[config.mk]
export PLATFORM = sky130hd
export DESIGN_NAME = cube_calc
export DESIGN_NICKNAME = d
export VERILOG_FILES = /design/src/rtl/cube_calc_pkg.sv /design/src/rtl/shift_add_mult.sv /design/src/rtl/cube_calc.sv
export SDC_FILE = /design/constraint.sdc
export NUM_CORES = 1
export LEC_CHECK = 0
export BUFFER_PORTS_ARGS = -buffer_cell sky130_fd_sc_hd__clkbuf_2
export CORE_MARGIN = 1.5
export CORE_UTILIZATION = 50
export CTS_BUF_LIST = sky130_fd_sc_hd__clkbuf_8
export DETAILED_ROUTE_END_ITERATION = 6
export GPL_TIMING_DRIVEN = 0
export PLACE_DENSITY = 0.78
export SLEW_MARGIN = 0
export SYNTH_ARGS = -nofsm -noshare
export SYNTH_HDL_FRONTEND = slang
export SYNTH_SLANG_ARGS = --single-unit
[constraint.sdc]
create_clock -name clk -period 3.45 [get_ports clk]
set_input_delay 0 -clock clk [delete_from_list [all_inputs] [get_ports clk]]
set_output_delay 0 -clock clk [all_outputs]
set_load 0.03 [all_outputs]
[src/rtl/cube_calc_pkg.sv]
// Shared definitions for the cube calculator: FSM states, default width, latency.
package cube_calc_pkg;

  localparam int unsigned W_DEF = 8;

  typedef enum logic [1:0] {
    IDLE   = 2'd0,
    SQUARE = 2'd1,
    CUBE   = 2'd2,
    DONE   = 2'd3
  } state_t;

  // Edges from acceptance until the result edge (inclusive).
  function automatic int unsigned latency(input int unsigned w);
    return 2 * w + 1;
  endfunction

  localparam int unsigned LATENCY = 2 * W_DEF + 1;

endpackage

[src/rtl/shift_add_mult.sv]
// Sequential 2W-by-W shift-add multiplier with a 3W-bit accumulator.
module shift_add_mult
  import cube_calc_pkg::*;
#(
  parameter int unsigned W = W_DEF
) (
  input  logic           clk,
  input  logic           rst,
  input  logic           load,
  input  logic           step,
  input  logic [2*W-1:0] a,
  input  logic [W-1:0]   b,
  output logic [3*W-1:0] acc,
  output logic [2*W-1:0] chain
);

  logic [3*W-1:0] mcand;
  logic [W-1:0]   mplier;
  logic [3*W-1:0] sum;

  // Accumulator value after the pending bit; exposed low half lets the
  // caller reload the finished square without spending an extra edge.
  assign sum   = acc + (mplier[0] ? mcand : '0);
  assign chain = sum[2*W-1:0];

  // Operand load or one multiplier bit per step.
  always_ff @(posedge clk) begin
    if (rst) begin
      mcand  <= '0;
      mplier <= '0;
      acc    <= '0;
    end else if (load) begin
      mcand  <= {{W{1'b0}}, a};
      mplier <= b;
      acc    <= '0;
    end else if (step) begin
      acc    <= sum;
      mcand  <= mcand << 1;
      mplier <= mplier >> 1;
    end
  end

endmodule

[src/rtl/cube_calc.sv]
// Computes x^3 as (x*x)*x by sequencing one shared shift-add multiplier.
module cube_calc
  import cube_calc_pkg::*;
#(
  parameter int unsigned W = W_DEF
) (
  input  logic           clk,
  input  logic           rst,
  input  logic           start,
  input  logic [W-1:0]   x_in,
  output logic [3*W-1:0] y_out,
  output logic           busy_o,
  output logic           done_o
);

  localparam int unsigned CW = $clog2(W + 1);

  state_t         state, state_nxt;
  logic [W-1:0]   x_reg;
  logic [CW-1:0]  cnt, cnt_nxt;
  logic           last;
  logic           m_load, m_step;
  logic [2*W-1:0] m_a;
  logic [W-1:0]   m_b;
  logic [3*W-1:0] m_acc;
  logic [2*W-1:0] m_chain;

  assign last = (cnt == CW'(W - 1));

  shift_add_mult #(.W(W)) u_mult (
    .clk   (clk),
    .rst   (rst),
    .load  (m_load),
    .step  (m_step),
    .a     (m_a),
    .b     (m_b),
    .acc   (m_acc),
    .chain (m_chain)
  );

  // Next-state and multiplier control.
  // The final SQUARE bit is folded into the CUBE reload via m_chain, so
  // each phase spends exactly W edges.
  always_comb begin
    state_nxt = state;
    cnt_nxt   = cnt;
    m_load    = 1'b0;
    m_step    = 1'b0;
    m_a       = '0;
    m_b       = '0;
    case (state)
      IDLE: begin
        if (start) begin
          state_nxt = SQUARE;
          cnt_nxt   = '0;
          m_load    = 1'b1;
          m_a       = {{W{1'b0}}, x_in};
          m_b       = x_in;
        end
      end
      SQUARE: begin
        if (last) begin
          m_load    = 1'b1;
          m_a       = m_chain;
          m_b       = x_reg;
          cnt_nxt   = '0;
          state_nxt = CUBE;
        end else begin
          m_step  = 1'b1;
          cnt_nxt = cnt + CW'(1);
        end
      end
      CUBE: begin
        m_step = 1'b1;
        if (last) begin
          cnt_nxt   = '0;
          state_nxt = DONE;
        end else begin
          cnt_nxt = cnt + CW'(1);
        end
      end
      DONE: begin
        state_nxt = IDLE;
      end
      default: begin
        state_nxt = IDLE;
        cnt_nxt   = '0;
      end
    endcase
  end

  // State register, captured operand and registered outputs.
  always_ff @(posedge clk) begin
    if (rst) begin
      state  <= IDLE;
      cnt    <= '0;
      x_reg  <= '0;
      y_out  <= '0;
      busy_o <= 1'b0;
      done_o <= 1'b0;
    end else begin
      state  <= state_nxt;
      cnt    <= cnt_nxt;
      done_o <= 1'b0;
      if (state == IDLE && start) begin
        x_reg  <= x_in;
        busy_o <= 1'b1;
      end
      if (state == DONE) begin
        y_out  <= m_acc;
        busy_o <= 1'b0;
        done_o <= 1'b1;
      end
    end
  end

endmodule

; Word level (Yosys, flattened, before mapping)
; Cells that the tools add are included.
[totals]
register_bits = 96
latchBits = 0
mem_bits_rw = 0
romBits = 0
in_bits = 11
elab_cells = 52
mem_count = 0
[op_classes]
addsub = 2
multipliers = 0
n_div = 0
n_lt_le_gt_ge = 0
eq_ne = 7
shifts = 0
n_mux = 24
n_bitwise = 0
reduce_logical = 9
[ops]
columns = cell, count
row1 = 16-bit two-way mux, 3
row2 = 8-bit two-way mux, 5
row3 = 16-bit case mux with 2 select lines, 1
row4 = 24-bit adder, 1
row5 = 24-bit two-way mux, 1
row6 = 8-bit case mux with 2 select lines, 1
row7 = 4-bit two-way mux, 2
row8 = 2-bit case mux with 4 select lines, 1
row9 = 4-bit case mux with 2 select lines, 1
row10 = 2-bit two-way mux, 3
row11 = "2-bit != test, second input constant", 3
row12 = 2-bit OR reduction, 3
row13 = "4-bit by 1-bit adder with 4-bit output, second input constant", 1
row14 = "2-bit == test, second input constant", 2
row15 = "4-bit by 3-bit == test with 1-bit output, second input constant", 1
row16 = 1-bit two-way mux, 4
row17 = 1-bit case mux with 2 select lines, 2
row18 = 2-bit nonzero test, 2
row19 = 3-bit AND reduction, 1
row20 = "2-bit by 1-bit == test with 1-bit output, second input constant", 1
row21 = 2-bit logical NOT, 1
row22 = 2-bit AND reduction, 1
row23 = 1-bit logical AND, 1

; Depth between registers and ports, before layout
; Gate-level depths: netlist of run 1.
[depth]
word_depth = 5
mapped_depth = 11

; Hierarchy
; Synthesis of run 1 repeated with hierarchy kept, for this count alone.
[unflattened]
hier_cells = 662
hier_area_um2 = 5512.8
[modules_own_cells]
columns = module, instances, cells_per_inst, area_each_um2, seq_area_each_um2
row1 = shift_add_mult, 1, 457, 3719.8, 1121.1
row2 = cube_calc, 1, 205, 1793.0, 800.8

; Least setup slack after synthesis of run 1
; OpenSTA, ideal clock, no wires.
[synth_timing]
path_type = register to register
start = register u_mult.mplier[0]
end = register u_mult.acc[22]
setup_ps = 137
arrival_time_ps = 2399
setup_slack_ps = 915
stages_incl_launch_ff = 12
path_buffers = 1
synth_period_minus_slack_ps = 2535
cell_sequence = dfxtp_1 -> clkbuf_1 -> and2_1 -> ha_1 -> fa_1 -> a21oi_1 -> o21ai_1 -> a311oi_2 -> o21ai_1 -> o21ai_1 -> mux2i_1 -> a31oi_1
[synth_between]
elab_chain_len = 2
[synth_rtl]
columns = element, line_no
row1 = from (decl), shift_add_mult.sv:18  ; logic [W-1:0] mplier;
row2 = from (signal assigned), shift_add_mult.sv:39  ; mplier <= mplier >> 1;
row3 = 24-bit two-way mux, shift_add_mult.sv:23  ; assign sum = acc + (mplier[0] ? mcand : '0);
row4 = 24-bit adder, shift_add_mult.sv:23
row5 = to (signal assigned), shift_add_mult.sv:37  ; acc <= sum;
row6 = to (decl), shift_add_mult.sv:13  ; output logic [3*W-1:0] acc,
; No other way between the ends.
; A chain may end at the register's enable or synchronous reset.

; Worst setup path in the final report of run 1
[layout_timing]
start = register u_mult.mplier[0]
end = register u_mult.acc[14]
; Same word-level chain as after synthesis.

==> metrics, run 1 <==
max cap viols=0; vias per std cell=between 5 and 6; outcome=complete, no violations; summed instance area of the synthesized netlist=5060 sq um; initial antenna violation count=0; Post-synth ARST share=0%; Arrival @ worst endpoint=3.36 ns; standard-cell rows=36; sequential fraction of the synthesis area=38.0%; worst supply voltage drop on vdd=about 330 uV; clock buffers created by TritonCTS=9; clock tree from TritonCTS=built; min setup slack post-route=0.330 ns; layout cells sized above 1=~11%; wire length of the first global-routing pass=20.5 mm; all-layer global routing usage=23.6%; DR pass1 iterations=5; element type at the critical path start=flop; worst slack at placement=0.234 ns; number of buffers between clock root and the deepest sink=2; clock period minus final worst setup slack=3.12 ns; master cell of the clock root buffer=clkbuf_8; Die X-Extent=104 um; setup clock skew after layout=0.0109 ns; Post-CTS Setup Repair Bufs=0; CP Cell Sequence=clkbuf_1, and2_1, ha_1, fa_1, a21oi_1, o21ai_1, a311oi_2, o21ai_1, o21ai_1, xor2_1, a211oi_1; hold violation total from the final report=0; Initial Utilization=51.8%; Final GP Congestion=0.971; Highest Clock Rate=roughly 320 MHz; setup repair after global routing missed its margin=no; filler instances=around 900; Detailed Route Iter0 Violations=between 150 and 200; Post-synth EDFFs=0; flip-flop cell with the highest count after synthesis=dfxtp_1; final global-route overflow total=0; cell type with the highest occurrence count on the critical path=o21ai_1; crit end category=flop; largest net degree at the start of global routing=16; total number of clock tree sinks=96; category of the critical setup timing path=reg -> reg; CTS clock-pin slew for the worst setup and hold paths=0.09 ns; average size of a mapped cell=between 8 and 9 sq um; core outline area=9770 sq um; flops & latches, synth=96; full die area=10700 sq um; Port Buffers=36; registers with the highest flip-flop counts=u_mult.acc x24, u_mult.mcand x24, y_out x24; maximum level of the CTS H-tree=3; Reg area=between 1500 and 2000 sq um; normalized max-slew margin=between 40% and 50%; worst min-delay path category=in -> reg; antenna viol nets, final=0; Worst path max stage delay=roughly 0.45 ns; final period utilization=90.4%; HPWL reported at the end of detailed placement=9.23 mm; Worst Max-Slew Pin Slew=0.815 ns; synthesized netlist cell count=604; DRC Markers=0; Total Power Consumption=2.98 mW; final antenna diode count=0; CP Max Fanout=10; synth unique cells=59; Post-Route WL=12.3 mm; total negative slack=0 ns; number of top-level pins=37; Synth Net Count=644; crit-path leading delay family=compound AO/OA/AOI/OAI gates; final count of negative-setup-slack endpoints=0; Nets=696; total count of max-transition violations in the final report=0; total via count after detailed routing=4536; vertical die dimension=104 um; clock latency at the later pin of the worst-skew pair=0.38 ns; Cell Pwr Density=528 nW/um^2; Routed WL per cell=15.5 um; data required time of the critical path=about 3.7 ns; Synth-to-Final Area Change=11.6%; area of the multi-input gates=2980 sq um; number of warnings printed during yosys synthesis=0; worst-path cell with the longest stage delay=a311oi_2; number of global-route vias before repair=4308; count of buffer and inverter cells on the critical path=1; Static Leak=roughly 2.3 nW
==> repair_timing <==
action,4_1_cts,5_1_grt
hold endpoints to repair,13,0
endpoints found under the setup margin,0,1
gates resized for setup,0,1
hold buffers,5,0
==> cell type report <==
| cell class | instances | area share, % |
|---|---|---|
| clock buffer | 9 | 2.19 |
| buffer | 31 | 2.26 |
| multi-input combinational | 467 | 52.7 |
| tap | 133 | 2.95 |
| clock inverter | 7 | 1.13 |
| sequential | 96 | 34.0 |
| inverter | 10 | 0.664 |
| timing repair buffer | 41 | 4.07 |
==> cells by family (layout without fill, tap and decap cells) <==
logic type / count (synthesis) / count (layout) / share of synthesized area, %
mux: 34 / 34 / 6.72
xor+xnor: 17 / 17 / 2.94
compound gates: 174 / 174 / 22.5
buf+inv: 41 / 98 / 3.26
fa+ha+maj: 29 / 29 / 7.32
flops: 96 / 96 / 38.0
simple gates: 213 / 213 / 19.3
==> report_power, final <==
| group | internal, mW | switching (mW) | leakage, nW |
|---|---|---|---|
| Combinational | 0.309 | 0.627 | 1.41 |
| Sequential | 1.23 | 0.0945 | 0.778 |
| Clock | 0.328 | 0.394 | 0.0962 |
| Total | 1.87 | 1.12 | 2.29 |
==> cell usage in the layout, fill, tap and decap left out, types with 17 or more instances in the layout <==
cell type and instances:
a21oi_1 62, and2_1 25, clkbuf_1 18, clkbuf_2 36
dfxtp_1 96, ha_1 28, mux2i_1 34, nand2_1 76
nor2_1 68, o21ai_1 17
==> worst reg2reg max path, cell delays in order, from the launching register on <==
cell	delay [ns]
dfxtp_1	0.41
clkbuf_1	0.23
and2_1	0.18
ha_1	0.22
fa_1	0.42
a21oi_1	0.22
o21ai_1	0.14
a311oi_2	0.45
o21ai_1	0.18
o21ai_1	0.18
xor2_1	0.25
a211oi_1	0.11
==> per-layer routing <==
layer	share of wire [%]	track usage, %	vias to the layer above
met2	47	39.1	123
met1	45	29.8	2119
met4	3.0	11.6	0
li1	-	-	2270
met3	5.1	4.09	24
met5	0	0	-
==> worst paths after layout <==
check	slack (ns)	from	cells past startpoint	endpoint
setup / recovery	0.33	u_mult.mplier[0]	11	u_mult.acc[14]
hold reg to reg	0.47	x_reg[7]	2	x_reg[7]
hold / removal	0.03	rst	3	u_mult.mcand[13]
setup reg to reg	0.33	u_mult.mplier[0]	11	u_mult.acc[14]
==> per-stage QoR <==
step | std cells | instance area (sq um) | hold slack, ns | util, %
3_5_place_dp | 773 | 5410 | 0.276 | 55.3
3_3_place_gp | 773 | 5410 | 0.266 | 55.3
2_1_floorplan | 604 | 5060 | 0.150 | -
6_report | 794 | 5650 | 0.0295 | 57.8
4_1_cts | 794 | 5650 | 0.0165 | 57.8
5_1_grt | 794 | 5650 | 0.0573 | 57.8
==> synthesized netlist by cell type, types with 2 or more instances <==
library cell | count | share of area (%)
a32oi_1 | 2 | 0.35
buf_2 | 9 | 0.89
inv_1 | 9 | 0.67
o21bai_1 | 2 | 0.30
ha_1 | 28 | 6.9
nand2_1 | 76 | 5.6
nor2_1 | 68 | 5.0
a211oi_1 | 11 | 1.6
o211a_1 | 2 | 0.40
or3_1 | 4 | 0.49
o21a_1 | 2 | 0.30
xor2_1 | 7 | 1.2
o22ai_1 | 5 | 0.62
nor3_1 | 8 | 0.79
xnor2_1 | 10 | 1.7
buf_1 | 4 | 0.30
o21ai_0 | 15 | 1.5
clkbuf_1 | 18 | 1.3
a21o_1 | 10 | 1.5
a311oi_1 | 8 | 1.4
and2_2 | 2 | 0.30
o31ai_1 | 3 | 0.44
mux2i_1 | 34 | 6.7
a221oi_1 | 3 | 0.52
o21ai_1 | 17 | 1.7
a21oi_1 | 62 | 6.1
nor4_1 | 2 | 0.25
a22oi_1 | 2 | 0.30
and3_1 | 7 | 0.87
a22o_1 | 6 | 1.0
and3_2 | 4 | 0.59
dfxtp_1 | 96 | 38
nand3_1 | 5 | 0.49
nor2b_1 | 2 | 0.25
a222oi_1 | 2 | 0.40
nand2b_1 | 5 | 0.62
a31oi_1 | 4 | 0.49
and2_1 | 25 | 3.1
a21oi_2 | 2 | 0.35
a21boi_1 | 2 | 0.30
o211ai_1 | 3 | 0.44
Power figures use the tool's default switching activity.
==> run 2, diff against run 1 <==
--- a/config.mk
+++ b/config.mk
@@ -12,6 +12,7 @@
 export DETAILED_ROUTE_END_ITERATION = 6
 export GPL_TIMING_DRIVEN = 0
 export PLACE_DENSITY = 0.78
+export SKIP_CTS_REPAIR_TIMING = 1
 export SLEW_MARGIN = 0
 export SYNTH_ARGS = -nofsm -noshare
 export SYNTH_HDL_FRONTEND = slang
==> constraint.sdc (replaced) <==
create_clock -name clk -period 3.1 [get_ports clk]
set_input_delay 0 -clock clk [delete_from_list [all_inputs] [get_ports clk]]
set_output_delay 0 -clock clk [all_outputs]
set_load 0.03 [all_outputs]
==> metrics, run 2 (synthesized netlist as in run 1, its figures left out) <==
max cap viols=0 (unchanged); worst-case reg-to-reg path depth=11 (unchanged); crit-path leading delay family=compound AO/OA/AOI/OAI gates; worst slack at placement=-0.116 ns (-0.350 ns); DR pass1 iterations=5 (unchanged); startpoint of the tightest hold check path=rst; Port Buffers=36 (unchanged); Register-to-Register Setup Slack=0.1 ns (-0.23 ns); final global-route overflow total=0 (unchanged); Combinational Power Share=31.4% (about the same); proportion of power drawn by flip-flops and latches=44.2% (-0.2 points); Final GP Congestion=0.971 (unchanged); clock tree from TritonCTS=built; setup repair after global routing missed its margin=yes; clock period minus final worst setup slack=3.00 ns (-0.117 ns); largest net degree at the start of global routing=16 (unchanged); switch share=37.6% (+0.27 points); crit end category=flop; worst min-delay path category=in -> reg; worst-path cell with the longest stage delay=dfxtp_1; worst supply voltage drop on vdd=372 uV (+12%); number of top-level pins=37 (unchanged); count of buffer and inverter cells on the critical path=1 (unchanged); Static Leak=2.30 nW (+0.42%); initial antenna violation count=0 (unchanged); Post-Route WL=12.5 mm (+1.5%); total number of clock tree sinks=96 (unchanged); met3 track demand over resource in global routing=4.09% (unchanged); hold violation total from the final report=0 (unchanged); RR Endpoint=u_mult.acc[20]; outcome=complete, no violations; Final Non-Filler Cells=795 (+0.13%); Psw=1.26 mW (+13%); standard-cell rows=36 (unchanged); final antenna diode count=0 (unchanged); Highest Clock Rate=333 MHz (+3.9%); Worst Max-Slew Pin Slew=0.830 ns (+0.0148 ns); vias per std cell=5.75 (+0.62%); global routing met1 resource utilization=29.9% (+0.079 points); Detailed Route Iter0 Violations=261 (+34%); CTS clock-pin slew for the worst setup and hold paths=0.10 ns (about the same); Routed WL per cell=15.7 um (+1.3%); Cell Pwr Density=590 nW/um^2 (+12%); CP Cell Sequence=clkbuf_2, and2_1, ha_1, fa_1, a21oi_2, o21ai_1, a21oi_2, o31ai_2, a221oi_1, xnor2_1, a22o_1; Worst path max stage delay=0.52 ns (+0.07 ns); registers with the highest flip-flop counts=u_mult.acc x24, u_mult.mcand x24, y_out x24; maximum level of the CTS H-tree=3 (unchanged); vertical die dimension=104 um (unchanged); core outline area=9770 sq um (unchanged); Arrival @ worst endpoint=3.28 ns (-0.08 ns); layout cells sized above 1=12.1% (+0.59 points); CP Max Fanout=10 (unchanged); filler instances=899 (+0.11%); total via count after detailed routing=4570 (+0.75%); leading cell type in the layout, fill and taps excluded=dfxtp_1; wire length of the first global-routing pass=20.5 mm (-0.20%); commonest cells after routing, fill and taps aside=dfxtp_1 (96), nand2_1 (76), nor2_1 (68); normalized max-slew margin=44.7% (-0.99 points); category of the critical setup timing path=reg -> reg; cell type with the highest occurrence count on the critical path=a21oi_2; most used routing layer=met2; worst reg2reg startpoint=u_mult.mplier[0]; Worst Hold Endpoint=u_mult.mcand[13]; clock latency at the later pin of the worst-skew pair=0.38 ns (about the same); full die area=10700 sq um (unchanged); number of stages on the worst hold path=3 (unchanged); final period utilization=96.9% (+6.4 points); met2 Use GR=38.9% (-0.24 points); data required time of the critical path=3.38 ns (-0.31 ns); number of global-route vias before repair=4291 (-0.39%); master cell of the clock root buffer=clkbuf_8; Die X-Extent=104 um (unchanged); antenna viol nets, final=0 (unchanged); Initial Utilization=51.8% (unchanged); cell-internal power=2.08 mW (+11%); all-layer global routing usage=23.6% (-0.040 points); number of buffers between clock root and the deepest sink=2 (unchanged); min setup slack post-route=0.0968 ns (-0.233 ns); Synth-to-Final Area Change=11.9%; total count of max-transition violations in the final report=0 (unchanged); post-placement cell count=773 (unchanged); Total Power Consumption=3.34 mW (+12%); count of cell instances traversed by the critical path=11 (unchanged); setup clock skew after layout=0.0111 ns (+0.000217 ns); clock power share=24.4% (+0.2 points); element type at the critical path start=flop; final count of negative-setup-slack endpoints=0 (unchanged); Nets=697 (+0.14%); HPWL reported at the end of detailed placement=9.23 mm (unchanged); DRC Markers=0 (unchanged); clock buffers created by TritonCTS=9 (unchanged)
run 2: changes by cell type in the layout (fill, tap and decap cells not counted), sizes merged:
cell,previous run,this run
buf,13,14
run 2: stage by stage:
step / util, % / setup TNS (ns) / area (sq um) / hold slack (ns)
5_1_grt: 57.9 / -0.0396 / 5660 / 0.0573
2_1_floorplan: - / 0 / 5060 / 0.150
4_1_cts: 57.2 / -0.187 / 5600 / -0.127
3_3_place_gp: 55.3 / -0.0619 / 5410 / 0.266
6_report: 57.9 / 0 / 5660 / 0.0369
3_5_place_dp: 55.3 / -0.138 / 5410 / 0.276
run 2: worst max path at each step:
stage	start	slack [ns]	end
3_5_place_dp	u_mult.mplier[0]	-0.12	u_mult.acc[20]
3_3_place_gp	u_mult.mplier[0]	-0.06	u_mult.acc[20]
6_report	u_mult.mplier[0]	0.1	u_mult.acc[20]
2_1_floorplan	u_mult.mplier[0]	0.56	u_mult.acc[22]
4_1_cts	u_mult.mplier[0]	-0.14	u_mult.acc[20]
5_1_grt	u_mult.mplier[0]	-0.04	u_mult.acc[20]
run 2: worst register-to-register path: stages, from the launching register on:
cell and delay [ns]:
dfxtp_1 0.52, clkbuf_2 0.26, and2_1 0.15, ha_1 0.20
fa_1 0.26, a21oi_2 0.10, o21ai_1 0.26, a21oi_2 0.14
o31ai_2 0.46, a221oi_1 0.21, xnor2_1 0.17, a22o_1 0.18
run 2: cell type report:
class                   count  area (sq um)  share of cell area (%)
plain buffers              31           130                    2.30
clock buffers               9           124                    2.19
clock inverters             7          63.8                    1.13
inverters                  10          37.5                   0.663
multi-input cells         467          2980                    52.7
flip-flops and latches     96          1920                    33.9
well taps                 133           166                    2.94
repair buffers             42           238                    4.20
run 2: power by group through the flow:
stage | logic, mW | registers, mW | clock network, mW
global placement | 0.988 | 1.49 | 0
CTS | 1.03 | 1.47 | 0.812
finish | 1.05 | 1.48 | 0.814
global route | 1.16 | 1.49 | 0.866
floorplan | 0.761 | 1.48 | 0
detailed placement | 1.02 | 1.50 | 0
run 2: layer usage:
metal / vias up / share of wire, %
li1: 2264 / -
met4: 0 / 3.0
met3: 29 / 5.8
met5: - / 0
met1: 2138 / 44
met2: 139 / 47
==> run 3, diff against run 2 <==
--- a/config.mk
+++ b/config.mk
@@ -11,7 +11,7 @@
 export CTS_BUF_LIST = sky130_fd_sc_hd__clkbuf_8
 export DETAILED_ROUTE_END_ITERATION = 6
 export GPL_TIMING_DRIVEN = 0
-export PLACE_DENSITY = 0.78
+export PLACE_DENSITY = 0.68
 export SKIP_CTS_REPAIR_TIMING = 1
 export SLEW_MARGIN = 0
 export SYNTH_ARGS = -nofsm -noshare
==> metrics, run 3 (synthesized netlist as in run 1, its figures left out) <==
Arrival @ worst endpoint=3.11 ns (-0.17 ns); count of cell instances traversed by the critical path=11 (unchanged); clock tree from TritonCTS=built; timing startpoint of the critical path=u_mult.mplier[0]; max cap viols=0 (unchanged); crit end category=flop; worst min-delay path category=in -> reg; registers with the highest flip-flop counts=u_mult.acc x24, u_mult.mcand x24, y_out x24; filler instances=938 (+4.3%); total count of max-transition violations in the final report=0 (unchanged); vertical die dimension=104 um (unchanged); outcome=complete, no violations; largest net degree at the start of global routing=17 (+1); Static Leak=2.31 nW (+0.38%); Total Power Consumption=3.36 mW (+0.73%); count of buffer and inverter cells on the critical path=1 (unchanged); startpoint of the tightest hold check path=rst; crit-path leading delay family=compound AO/OA/AOI/OAI gates; hold violation total from the final report=0 (unchanged); Detailed Route Iter0 Violations=229 (-12%); Worst path max stage delay=0.42 ns (-0.10 ns); Synth-to-Final Area Change=12.1%; number of stages on the worst hold path=3 (unchanged); Routed WL per cell=15.7 um (+0.40%); switch share=37.8% (+0.17 points); worst-path cell with the longest stage delay=fa_1; total negative slack=0 ns (unchanged); element type at the critical path start=flop; Nets=697 (unchanged); antenna viol nets, final=0 (unchanged); Initial Utilization=51.8% (unchanged); Port Buffers=36 (unchanged); full die area=10700 sq um (unchanged); Psw=1.27 mW (+1.2%); DRC Markers=0 (unchanged); HPWL reported at the end of detailed placement=9.35 mm (+1.4%); data required time of the critical path=3.31 ns (-0.07 ns); normalized max-slew margin=37.9% (-6.8 points); maximum level of the CTS H-tree=3 (unchanged); worst supply voltage drop on vdd=328 uV (-12%); all-layer global routing usage=23.5% (-0.081 points); Combinational Power Share=31.5% (about the same); vias per std cell=5.72 (-0.53%); master cell of the clock root buffer=clkbuf_8; setup clock skew after layout=0.0148 ns (+0.00376 ns); final count of negative-setup-slack endpoints=0 (unchanged); CTS clock-pin slew for the worst setup and hold paths=0.10 ns (about the same); final period utilization=93.4% (-3.5 points); Highest Clock Rate=345 MHz (+3.7%); worst-case reg-to-reg path depth=11 (unchanged); clock period minus final worst setup slack=2.90 ns (-0.107 ns); Post-Route WL=12.5 mm (+0.40%); cell-internal power=2.09 mW (+0.46%); core outline area=9770 sq um (unchanged); number of global-route vias before repair=4243 (-1.1%); number of buffers between clock root and the deepest sink=2 (unchanged); CP Cell Sequence=clkbuf_2, and2_1, ha_1, fa_1, a21oi_1, o21ai_1, a311oi_2, o21ai_1, o21ai_1, xor2_1, a211oi_1; final global-route overflow total=0 (unchanged); layout cells sized above 1=12.1% (unchanged); worst reg2reg startpoint=u_mult.mplier[0]; leading cell type in the layout, fill and taps excluded=dfxtp_1; total number of clock tree sinks=96 (unchanged); clock buffers created by TritonCTS=9 (unchanged); Worst Max-Slew Pin Slew=0.931 ns (+0.101 ns); final antenna diode count=0 (unchanged); Cell Pwr Density=593 nW/um^2 (+0.53%); initial antenna violation count=0 (unchanged); setup repair after global routing missed its margin=no; clock power share=24.7% (+0.3 points); proportion of power drawn by flip-flops and latches=43.8% (-0.4 points); Final GP Congestion=0.952 (-2.0%); cell type with the highest occurrence count on the critical path=o21ai_1; DR pass1 iterations=6 (+1); total via count after detailed routing=4546 (-0.53%); clock latency at the later pin of the worst-skew pair=0.36 ns (-0.02 ns); commonest cells after routing, fill and taps aside=dfxtp_1 (96), nand2_1 (76), nor2_1 (68); category of the critical setup timing path=reg -> reg; standard-cell rows=36 (unchanged); CP Max Fanout=10 (unchanged); wire length of the first global-routing pass=20.7 mm (+0.87%); Die X-Extent=104 um (unchanged); number of top-level pins=37 (unchanged)
run 3: changes by cell type in the layout (fill, tap and decap cells not counted), sizes merged:
cell	previous run	this run
clkinvlp	2	1
inv	10	11
run 3: per-layer routing:
layer / track usage (%) / share of wire, % / up-vias
met1: 30.9 / 46 / 2132
met2: 39.3 / 46 / 117
met3: 2.45 / 4.9 / 28
li1: - / - / 2269
met5: 0 / 0 / -
met4: 10.2 / 3.5 / 0
run 3: final timing paths:
check	end	slack, ns
max	u_mult.acc[14]	0.20
min	u_mult.mcand[13]	0.03
max reg2reg	u_mult.acc[14]	0.20
min reg2reg	x_reg[7]	0.47
run 3: layout make-up:
cell class / instances / area [sq um] / share of cell area, %
flip-flops and latches: 96 / 1920 / 33.9
well taps: 133 / 166 / 2.93
clock buffers: 9 / 124 / 2.18
plain buffers: 31 / 130 / 2.29
repair buffers: 42 / 238 / 4.19
clock inverters: 7 / 72.6 / 1.28
multi-input cells: 467 / 2990 / 52.6
inverters: 10 / 37.5 / 0.661
run 3: tightest hold or removal path, delay by kind of cell:
kind            cells  cell delay (ns)
buf+inv             1             0.13
compound gates      1             0.12
simple gates        1             0.09
run 3: power groups by stage:
stage	registers [mW]	clock network, mW	logic (mW)
after floorplan	1.48	0	0.761
after global placement	1.49	0	1.01
after detailed placement	1.50	0	1.04
after CTS	1.47	0.842	1.04
after global routing	1.49	0.892	1.17
final	1.47	0.830	1.06
run 3: metrics by stage:
stage                     util, %  instances  hold WS [ns]  instance area (sq um)  worst slack, ns
after floorplan                 -        604         0.150                   5060            0.565
after global placement       55.3        773         0.267                   5410           -0.128
after detailed placement     55.3        773         0.284                   5410           -0.112
after CTS                    57.3        789       -0.0819                   5600           -0.121
after global routing         58.1        795        0.0420                   5680           0.0142
final                        58.1        795        0.0346                   5680            0.204
